### src/rtl/noise_ctrl_pkg.sv
// Shared types and constants for the noise generator table-load controller.
// The state enum and the width constants live here so that other blocks use the same values.
package noise_ctrl_pkg;

   localparam int DATA_W = 64;
   localparam int LOC_W  = 8;
   localparam int CNT_W  = 16;

   localparam logic [CNT_W-1:0] TIMEOUT_MAX = 16'hFFFF;

   typedef enum logic [2:0] {
      IDLE,
      LOAD,
      WAIT_GEN,
      RUN,
      DONE
   } state_t;

endpackage

### src/rtl/noise_load_ctrl.sv
// Loads a table of 64-bit words into the noise generator, waits for its warm-up to finish,
// and then counts samples until the programmed run length is reached or a stop request arrives.
module noise_load_ctrl
   import noise_ctrl_pkg::*;
(
   input  logic              clk,
   input  logic              rst,
   input  logic              start,
   input  logic              stop,
   input  logic [LOC_W-1:0]  num_words,
   input  logic [CNT_W-1:0]  run_len,
   input  logic [DATA_W-1:0] src_data,
   input  logic              src_valid,
   output logic              src_ready,
   output logic [DATA_W-1:0] mem_data,
   output logic [LOC_W-1:0]  location,
   output logic              load_mem,
   input  logic              done_wait,
   input  logic              sample_valid,
   output logic              noise_en,
   output logic              busy,
   output logic              run_done,
   output logic              error,
   output logic [CNT_W-1:0]  sample_cnt
);

   state_t           state, next_state;
   logic [LOC_W-1:0] num_words_q, word_cnt;
   logic [CNT_W-1:0] run_len_q, timeout_cnt;
   logic             handshake, accept, last_word, run_complete, timeout_hit;

   // A stop request closes the input the same cycle, so the aborted load can take no partial word.
   assign src_ready    = (state == LOAD) && !stop;
   assign busy         = (state != IDLE);
   assign handshake    = src_valid && src_ready;
   assign accept       = (state == IDLE) && start && !stop && (num_words != '0);
   assign last_word    = (word_cnt == num_words_q - LOC_W'(1));
   assign run_complete = (run_len_q != '0) && sample_valid
                         && (sample_cnt + CNT_W'(1) == run_len_q);
   assign timeout_hit  = (state == WAIT_GEN) && !stop && !done_wait
                         && (timeout_cnt == TIMEOUT_MAX - CNT_W'(1));

   always_comb begin
      // NOTE: next_state gets a default before the case, so no path leaves it unassigned and no latch is inferred.
      next_state = state;
      case (state)
         IDLE:     if (accept) next_state = LOAD;
         LOAD: begin
            if (stop)                         next_state = DONE;
            else if (handshake && last_word)  next_state = WAIT_GEN;
         end
         WAIT_GEN: begin
            if (stop)             next_state = DONE;
            else if (done_wait)   next_state = RUN;
            else if (timeout_hit) next_state = IDLE;
         end
         RUN:      if (stop || run_complete) next_state = DONE;
         DONE:     next_state = IDLE;
         default:  next_state = IDLE;
      endcase
   end

   // NOTE: every register below uses non-blocking assignments, so all of them update from the same pre-edge values.
   always_ff @(posedge clk or posedge rst) begin
      if (rst) begin
         state       <= IDLE;
         mem_data    <= '0;
         location    <= '0;
         load_mem    <= 1'b0;
         noise_en    <= 1'b0;
         run_done    <= 1'b0;
         error       <= 1'b0;
         sample_cnt  <= '0;
         word_cnt    <= '0;
         timeout_cnt <= '0;
         num_words_q <= '0;
         run_len_q   <= '0;
      end else begin
         state       <= next_state;
         load_mem    <= handshake;
         noise_en    <= (next_state == WAIT_GEN) || (next_state == RUN);
         run_done    <= (next_state == DONE);
         timeout_cnt <= (state == WAIT_GEN) ? timeout_cnt + CNT_W'(1) : '0;

         if (accept) begin
            num_words_q <= num_words;
            run_len_q   <= run_len;
            sample_cnt  <= '0;
            word_cnt    <= '0;
            error       <= 1'b0;
         end

         if (handshake) begin
            mem_data <= src_data;
            location <= word_cnt;
            word_cnt <= word_cnt + LOC_W'(1);
         end

         if (timeout_hit) error <= 1'b1;

         if ((state == RUN) && sample_valid && (sample_cnt != TIMEOUT_MAX))
            sample_cnt <= sample_cnt + CNT_W'(1);
      end
   end

endmodule

### config.mk
export PLATFORM = sky130hd
export DESIGN_NAME = noise_load_ctrl
export DESIGN_NICKNAME = d
export VERILOG_FILES = /design/src/rtl/noise_ctrl_pkg.sv /design/src/rtl/noise_load_ctrl.sv
export SDC_FILE = /design/constraint.sdc
export NUM_CORES = 1
export LEC_CHECK = 0
export CAP_MARGIN = 20
export CELL_PAD_IN_SITES_DETAIL_PLACEMENT = 0
export CELL_PAD_IN_SITES_GLOBAL_PLACEMENT = 1
export CORE_UTILIZATION = 30
export DETAILED_ROUTE_END_ITERATION = 8
export MAX_ROUTING_LAYER = met4
export PLACE_DENSITY = 0.68
export SLEW_MARGIN = 10
export SYNTH_ARGS = -nofsm -noshare
export SYNTH_HDL_FRONTEND = slang
export SYNTH_SLANG_ARGS = --single-unit
### constraint.sdc
create_clock -name clk -period 14.48 [get_ports clk]
set_input_delay 3.62 -clock clk [delete_from_list [all_inputs] [get_ports clk]]
set_output_delay 3.62 -clock clk [all_outputs]
set_load 0.01 [all_outputs]
Word-level counts from Yosys, hierarchy flattened
Index checks and enable logic that the tools add are counted.
{"block": "totals", "reg_bits": 143, "latch_bits": 0, "mem_bits_rw": 0, "mem_bits_ro": 0, "input_bits": 95, "output_inout_bits": 94, "wordCells": 65, "n_memories": 0}
{"block": "classes", "addsub": 4, "mul": 0, "div_mod_pow": 0, "n_lt_le_gt_ge": 0, "n_eq_ne": 10, "shift": 0, "muxes": 15, "n_bitwise": 0, "n_reduce_logical": 24}
{"cell": "$mux 16", "n": 3}
{"cell": "$add 16x1->16 const B", "n": 2}
{"cell": "$mux 3", "n": 7}
{"cell": "$eq 16x16->1", "n": 1}
{"cell": "$eq 16x16->1 const B", "n": 1}
{"cell": "$mux 8", "n": 2}
{"cell": "$ne 16x16->1 const B", "n": 1}
{"cell": "$reduce_bool 16->1", "n": 1}
{"cell": "$logic_and 1x1->1", "n": 13}
{"cell": "$eq 3x2->1 const B", "n": 4}
{"cell": "$pmux 3 s4", "n": 1}
{"cell": "$add 8x1->8 const B", "n": 1}
{"cell": "$eq 8x8->1", "n": 1}
{"cell": "$reduce_bool 8->1", "n": 1}
{"cell": "$sub 8x1->8 const B", "n": 1}
{"cell": "$reduce_bool 2->1", "n": 3}
{"cell": "$eq 3x1->1 const B", "n": 1}
{"cell": "$eq 3x3->1 const B", "n": 1}
{"cell": "$logic_not 3->1", "n": 1}
{"cell": "$reduce_bool 3->1", "n": 1}
{"cell": "$logic_not 1->1", "n": 2}
{"cell": "$logic_or 1x1->1", "n": 2}
{"cell": "$mux 1", "n": 2}

Depth between registers and ports, before layout
Gate-level depths: netlist of run 1.
{"block": "logic_depth", "depth_word": 10, "depth_mapped": 9, "depth_no_buf": 8}

Worst setup path after synthesis of run 1
No wires, ideal clock.
{"block": "synth_timing", "path_kind": "input port to output port", "startpoint": "in stop", "endpoint": "out src_ready", "arrival_ns": 4.040, "t_required_ns": 10.860, "setup_slack_ns": 6.820, "stages": 1, "n_path_buf": 0, "path_cell_list": "nor4b_4"}
{"block": "synth_between", "elab_chain_len": 2}
{"element": "start, declared", "line": "noise_load_ctrl.sv:9", "text": "input logic stop,"}
{"element": "$logic_not 1->1", "line": "noise_load_ctrl.sv:33", "text": "assign src_ready = (state == LOAD) && !stop;"}
{"element": "$logic_and 1x1->1", "line": "noise_load_ctrl.sv:33"}
{"element": "end, declared", "line": "noise_load_ctrl.sv:14", "text": "output logic src_ready,"}
Every way passes these cells.

Worst setup path after layout of run 1
Ends and elaborated chain as after synthesis.

==> results of run 1 <==
-- worst max path at each step --
| stage | startpoint | end | slack (ns) | cells past startpoint |
|---|---|---|---|---|
| floorplan | stop | src_ready | 6.82 | 1 |
| global placement | stop | src_ready | 5.59 | 3 |
| detailed placement | stop | src_ready | 5.57 | 3 |
| CTS | stop | src_ready | 5.56 | 3 |
| global route | stop | src_ready | 5.49 | 3 |
| finish | stop | src_ready | 5.56 | 3 |
-- logic make-up (layout without fill, tap and decap cells) --
logic type / after synthesis / after routing
simple gates: 383 / 383
buf+inv: 42 / 230
flops: 143 / 143
mux: 26 / 26
other cells: 0 / 3
compound gates: 87 / 87
xor+xnor: 41 / 41
fa+ha+maj: 5 / 5
-- stage by stage --
stage | hold WS (ns) | total power [mW]
after floorplan | 0.4536 | 0.9059
after global placement | 0.4565 | 1.199
after detailed placement | 0.4607 | 1.202
after CTS | 0.4762 | 1.672
after global routing | 0.4955 | 1.760
final | 0.4704 | 1.647
-- registers in the layout (all words and copies together), names as in the netlist, 3 cells and up --
| signal | flops |
|---|---|
| timeout_cnt | 16 |
| num_words_q | 8 |
| run_len_q | 16 |
| mem_data | 64 |
| location | 8 |
| state | 3 |
| sample_cnt | 16 |
| word_cnt | 8 |
-- worst max-delay path, stage by stage --
cell and delay, ns:
clkdlybuf4s50_1 0.54, nor4b_4 0.52, clkdlybuf4s50_1 0.62
-- per-layer routing --
layer | vias to the layer above | part of all wire (%) | track usage, %
met5 | - | 0 | -
met4 | 0 | 0.98 | 6.122
met3 | 9 | 6.6 | 5.220
met2 | 150 | 44 | 24.23
met1 | 2668 | 48 | 22.45
li1 | 2811 | - | -
-- report_power, final --
group | internal (mW) | switching [mW] | total [mW]
sequential | 0.533 | 0.103 | 0.635
clock | 0.280 | 0.178 | 0.459
combinational | 0.313 | 0.240 | 0.553
total | 1.13 | 0.521 | 1.65
-- synth_stat cells (all sizes together), types with 2 or more instances --
cell type    n  area (sq um)
nor2b        5         31.28
a22o         2         17.52
o21ai       40         200.2
nand3       28         140.1
and3        11         68.82
nand2b       4         25.02
nand2      250         943.4
or3          8         50.05
and2         4         25.02
or4          3         22.52
a2111oi      3         32.53
o31ai        8         60.06
xnor2       19         166.4
nor3         3         15.01
inv          6         22.52
o211ai       2         15.01
clkbuf      21         81.33
nand4       10         62.56
a21o         2         15.01
mux2        24         270.3
xor2        21         183.9
and4         6         55.05
a31oi        5         31.28
nor2        34         127.6
nor4         8         56.30
mux2i        2         20.02
ha           5         62.56
a21oi       11         55.05
buf         15         80.07
dfrtp      143          3578
-- final cells by class --
cell class | count | area (sq um)
diodes | 3 | 7.507
clock buffers | 19 | 452.9
clock inverters | 13 | 161.4
fillers | 2169 | 12460
inverters | 6 | 27.53
multi-input cells | 542 | 3008
flip-flops and latches | 143 | 3578
well taps | 280 | 350.3
repair buffers | 192 | 1912
-- cells in the final DEF (no fill, tap or decap), types with 4 or more instances in the layout --
cell type        instances
a21oi_1                 11
a31oi_1                  5
and2_1                   4
and3_1                  11
and4_1                   5
buf_4                    4
clkbuf_16               17
clkdlybuf4s50_1        188
clkinvlp_4               4
dfrtp_1                143
ha_1                     5
inv_1                    4
mux2_2                  24
nand2_1                248
nand2b_1                 4
nand3_1                 28
nand4_1                 10
nor2_1                  34
nor2b_1                  5
nor4_1                   7
o21ai_0                 40
o31ai_1                  8
or3_1                    8
xnor2_1                 19
xor2_1                  21
==> run metrics, run 1 <==
Adder-Cell Fraction of Synth Area 0.9256%; final setup slack of the worst path 5.564 ns; failing checks design-rule violations; final setup vio count 0; Post-CTS Hold Fix Bufs 0; Core Region ~22000 sq um; per-cell routed wire length 15.13 um; multiplexer area fraction after synthesis 4.295%; Die H 152.1 um; Initial Utilization a little under a third; max cap viols 0; Power Dens Cells around 170 nW/um^2; DRT iter0 DRCs 243; pre-CTS setup slack 5.567 ns; WP data arrival 5.30 ns; total global routing overflow 0; R2R depth 7; Synth Flop Type dfrtp_1; Hold Crit Class reg2reg; Worst Skew 0.007385 ns; CTS HTree Levels 4; postcts setup bufs 0; Yosys warning count 0; CTS tree yes; I/O pin count between 150 and 200; HPWL after DPL 12380 um; HP Start mem_data[14]; Synth Cell Area 6759 sq um; all-layer global routing usage 16.95%; flop2flop setup slack 11.59 ns; fin area 9498 sq um; drt pass-1 iters 7; die area 23130 sq um; RSZ-0062 raised after global routing false; Synth Area in Compound Gates just over 8%; worst hold stages 2; initial antenna violation count 3; I/O Buffers between 150 and 200; DRC 10; Crit Reg-Reg Endpoint state[1]; Critical R2R Launch sample_cnt[0]; dpl cells approximately 1200; Nets 1002; Peak VDD IR 0.07503 mV; Final Max Tran Viols 0; vias in the first global route between 5000 and 6000; post-synthesis async set-or-reset flop share 100.0%; Crit. End Element primary output; vias per inst 4.706; Root Buffer clkbuf_16; FMAX 112.2 MHz; net count after synthesis around 830; CTS clock-pin slew for the worst setup and hold paths 0.06 ns; post_cts resized 0; relative slew slack approximately 40%; final hold viol count 0; Worst Hold End mem_data[14]; Syn-to-layout area delta 40.52%; RePlAce Congestion 0.8252; Final Critical Period 8.916 ns; row count 54; WP data required roughly 11 ns; Mapped Avg Cell Area 9.297 sq um; Worst-Margin Slew 0.8840 ns; Skew-Pair Late Insertion Delay 0.42 ns; Post-Synth XOR/XNOR Area 5.516%; Post-Syn Instances 727; register bit count reported by yosys approximately 140; DP Area between 8000 and 9000 sq um; via count 5638; setup TNS 0 ns; simple-gate portion of the synthesized area 25.38%; startpoint types primary input; ANT nets after route 0; Yosys cell types 60; Bufs on Longest Clock Path 2; register area share after synthesis about 53%; share of post-route cells with drive strength above 1 7.978%; first-pass GRT wire length between 20000 and 30000 um; cts bufs inserted 17; die width roughly 150 um; CP Class in2out; leakage 4.213 nW; largest family of logic cells by synthesized area simple AND/OR/NAND/NOR gates; status finished with violations; Final Cycle Share 61.57%; Sink Count 143; worst-path maximum fanout 7; Non-Filler Instances 1198; fin util a little over two fifths; drt total wl 18130 um; largest net degree at the start of global routing 84; number of synthesized flops with an enable pin 0
(Power assumes the default switching activity.)
==> run 2, diff against run 1 <==
- PLACE_DENSITY: 0.68 -> 0.71
- clock period: 14.48 -> 7.4 ns (I/O delays scaled with it)
==> run 2 against run 1 <==
The run still ends with design-rule violations left. Global-route usage up 0.21 points. Die area unchanged. Clock power up 100%. Total power up 98%. Flip-flop and latch count unchanged. Register-to-register slack worse by 7.3 ns. Non-clock buffer count unchanged. Combinational power up 95%. First-iteration DRC count up 42%. Setup slack worse by 3.5 ns. Wire length up 0.11%. Critical path type unchanged.
==> run metrics, run 2 (synthesized netlist as in run 1, its figures left out) <==
status finished with violations (unchanged); failing checks design-rule violations (unchanged); CP Class in2out (unchanged); Core Region 21960 sq um (unchanged); all-layer global routing usage 17.15% (was 16.95%); sequential share of power 38.2% (was 38.6%); max cap viols 0 (unchanged); Root Buffer clkbuf_16 (unchanged); FMAX 186.3 MHz; I/O Buffers 188 (unchanged); drt total wl 18150 um (was 18130 um); HPWL after DPL 12370 um (was 12380 um); drt pass-1 iters 6 (was 7); die width 152.1 um (unchanged); DRT iter0 DRCs 346 (was 243); Nets 1002 (unchanged); Worst-Margin Slew 0.9231 ns (was 0.8840 ns); Bufs on Longest Clock Path 2 (unchanged); Internal 2.240 mW (was 1.126 mW); final setup vio count 0 (unchanged); per-cell routed wire length 15.19 um (was 15.13 um); die area 23130 sq um (unchanged); RSZ-0062 raised after global routing false (unchanged); Skew-Pair Late Insertion Delay 0.42 ns (about the same); switching part of the total 31.31% (was 31.64%); share of post-route cells with drive strength above 1 7.869% (was 7.978%); CTS HTree Levels 4 (unchanged); vias per inst 4.722 (was 4.706); most frequent cells in the layout nand2_1 (248), clkdlybuf4s50_1 (188), dfrtp_1 (143), o21ai_0 (40), nor2_1 (34) (unchanged); postcts setup bufs 0 (unchanged); slowest stage cell, crit path clkdlybuf4s50_1 (unchanged); # diodes 0 (was 3); Peak VDD IR 0.1479 mV (was 0.07503 mV); ANT nets after route 0 (unchanged); largest net degree at the start of global routing 93 (was 84); Syn-to-layout area delta 40.78% (was 40.52%); RePlAce Congestion 0.8169 (was 0.8252); Sink Count 143 (unchanged); total global routing overflow 0 (unchanged); Most flops, register mem_data (unchanged); Final Max Tran Viols 0 (unchanged); I/O pin count 189 (unchanged); vias in the first global route 5653 (was 5488); Die H 152.1 um (unchanged); Logic pwr share 33.2% (was 33.6%); Final Critical Period 5.368 ns; layer with the highest usage met2 (unchanged); leakage 4.224 nW (was 4.213 nW); via count 5643 (was 5638); initial antenna violation count 0 (was 3); startpoint types primary input (unchanged); Crit. End Element primary output (unchanged); Hold Crit Class reg2reg (unchanged); setup TNS 0 ns (unchanged); Power Dens Cells 342.7 nW/um^2 (was 173.4 nW/um^2); switching pwr 1.021 mW (was 521.2 uW); met1 usage 22.41% (was 22.45%); CTS clock-pin slew for the worst setup and hold paths 0.06 ns (about the same); CTS tree yes (unchanged); Post-CTS Hold Fix Bufs 0 (unchanged); most common cell after layout, fill and taps aside nand2_1 (unchanged); DRC 12 (was 10); row count 54 (unchanged); WP data arrival 3.52 ns (was 5.30 ns); relative slew slack 38.37% (was 40.79%); Worst Skew 0.008024 ns (was 0.007385 ns); Worst path max stage delay 0.62 ns (about the same); Critical Path, Cell by Cell clkdlybuf4s50_1 > nor4b_4 > clkdlybuf4s50_1 (unchanged); Initial Utilization 30.78% (unchanged); GR Layer Usage met2 26.31% (was 24.23%); final hold viol count 0 (unchanged); WP data required 5.55 ns (was 10.86 ns); cts bufs inserted 17 (unchanged); clock group share of total power 28.6% (was 27.8%); worst-path maximum fanout 7 (unchanged); first-pass GRT wire length 30650 um (was 29950 um); max reg flops 64 (unchanged); most used cell, CP clkdlybuf4s50_1 (unchanged); Final Cycle Share 72.54%; worst hold margin 0.4728 ns (was 0.4704 ns); GR met3 Demand/Resource 4.193% (was 5.220%); post_cts resized 0 (unchanged)
[run 2: changes by cell type in the layout (fill, tap and decap cells not counted)]
cell,delta
bufinv_16,+1
diode_2,-3
clkinv_2,-2
clkbuf_1,+1
clkinv_4,+1
clkinvlp_4,-1
[run 2: power by group through the flow]
stage          Clock [mW]  Sequential, mW  Combinational, mW
2_1_floorplan           0            1.30              0.469
3_3_place_gp            0            1.25               1.09
3_5_place_dp            0            1.25               1.10
4_1_cts             0.961            1.25               1.10
5_1_grt             0.994            1.28               1.20
6_report            0.933            1.24               1.08
[run 2: metal layers]
| metal | wire length, um | up-vias |
|---|---|---|
| met4 | 213 | 0 |
| met2 | 8421 | 129 |
| li1 | - | 2805 |
| met3 | 865 | 14 |
| met1 | 8647 | 2695 |
| met5 | 0 | - |
[run 2: area by class of cell]
class                   count  area [sq um]
fillers                  2133         12440
clock inverters            12         182.7
multi-input cells         542          3008
repair buffers            192          1912
clock buffers              20         456.7
well taps                 280         350.3
flip-flops and latches    143          3578
inverters                   6         27.53
[run 2: through the flow]
step / instance area [sq um] / util [%] / cells / total power, mW / worst slack (ns)
3_3_place_gp: 8876 / 40.42 / 1163 / 2.342 / 2.052
3_5_place_dp: 8876 / 40.42 / 1163 / 2.352 / 2.029
6_report: 9515 / 43.33 / 1195 / 3.261 / 2.032
5_1_grt: 9515 / 43.33 / 1195 / 3.473 / 1.922
4_1_cts: 9515 / 43.33 / 1195 / 3.311 / 2.024
2_1_floorplan: 6759 / - / 727 / 1.773 / 1.712
[run 2: worst paths after layout]
check / cells after the start / endpoint / slack [ns] / from
worst max-delay path: 3 / src_ready / 2.03 / stop
worst min-delay path: 2 / mem_data[62] / 0.47 / mem_data[62]
worst max register to register: 6 / location[1] / 4.31 / state[1]
worst min register to register: 2 / mem_data[62] / 0.47 / mem_data[62]
max in group asynchronous: 3 / timeout_cnt[13] / 4.19 / rst
min in group asynchronous: 2 / mem_data[51] / 1.98 / rst
[run 2: worst max-delay path, delay by kind of cell]
| kind | cells | cell delay [ns] |
|---|---|---|
| buffers and inverters | 2 | 1.17 |
| AND/OR/NAND/NOR | 1 | 0.50 |
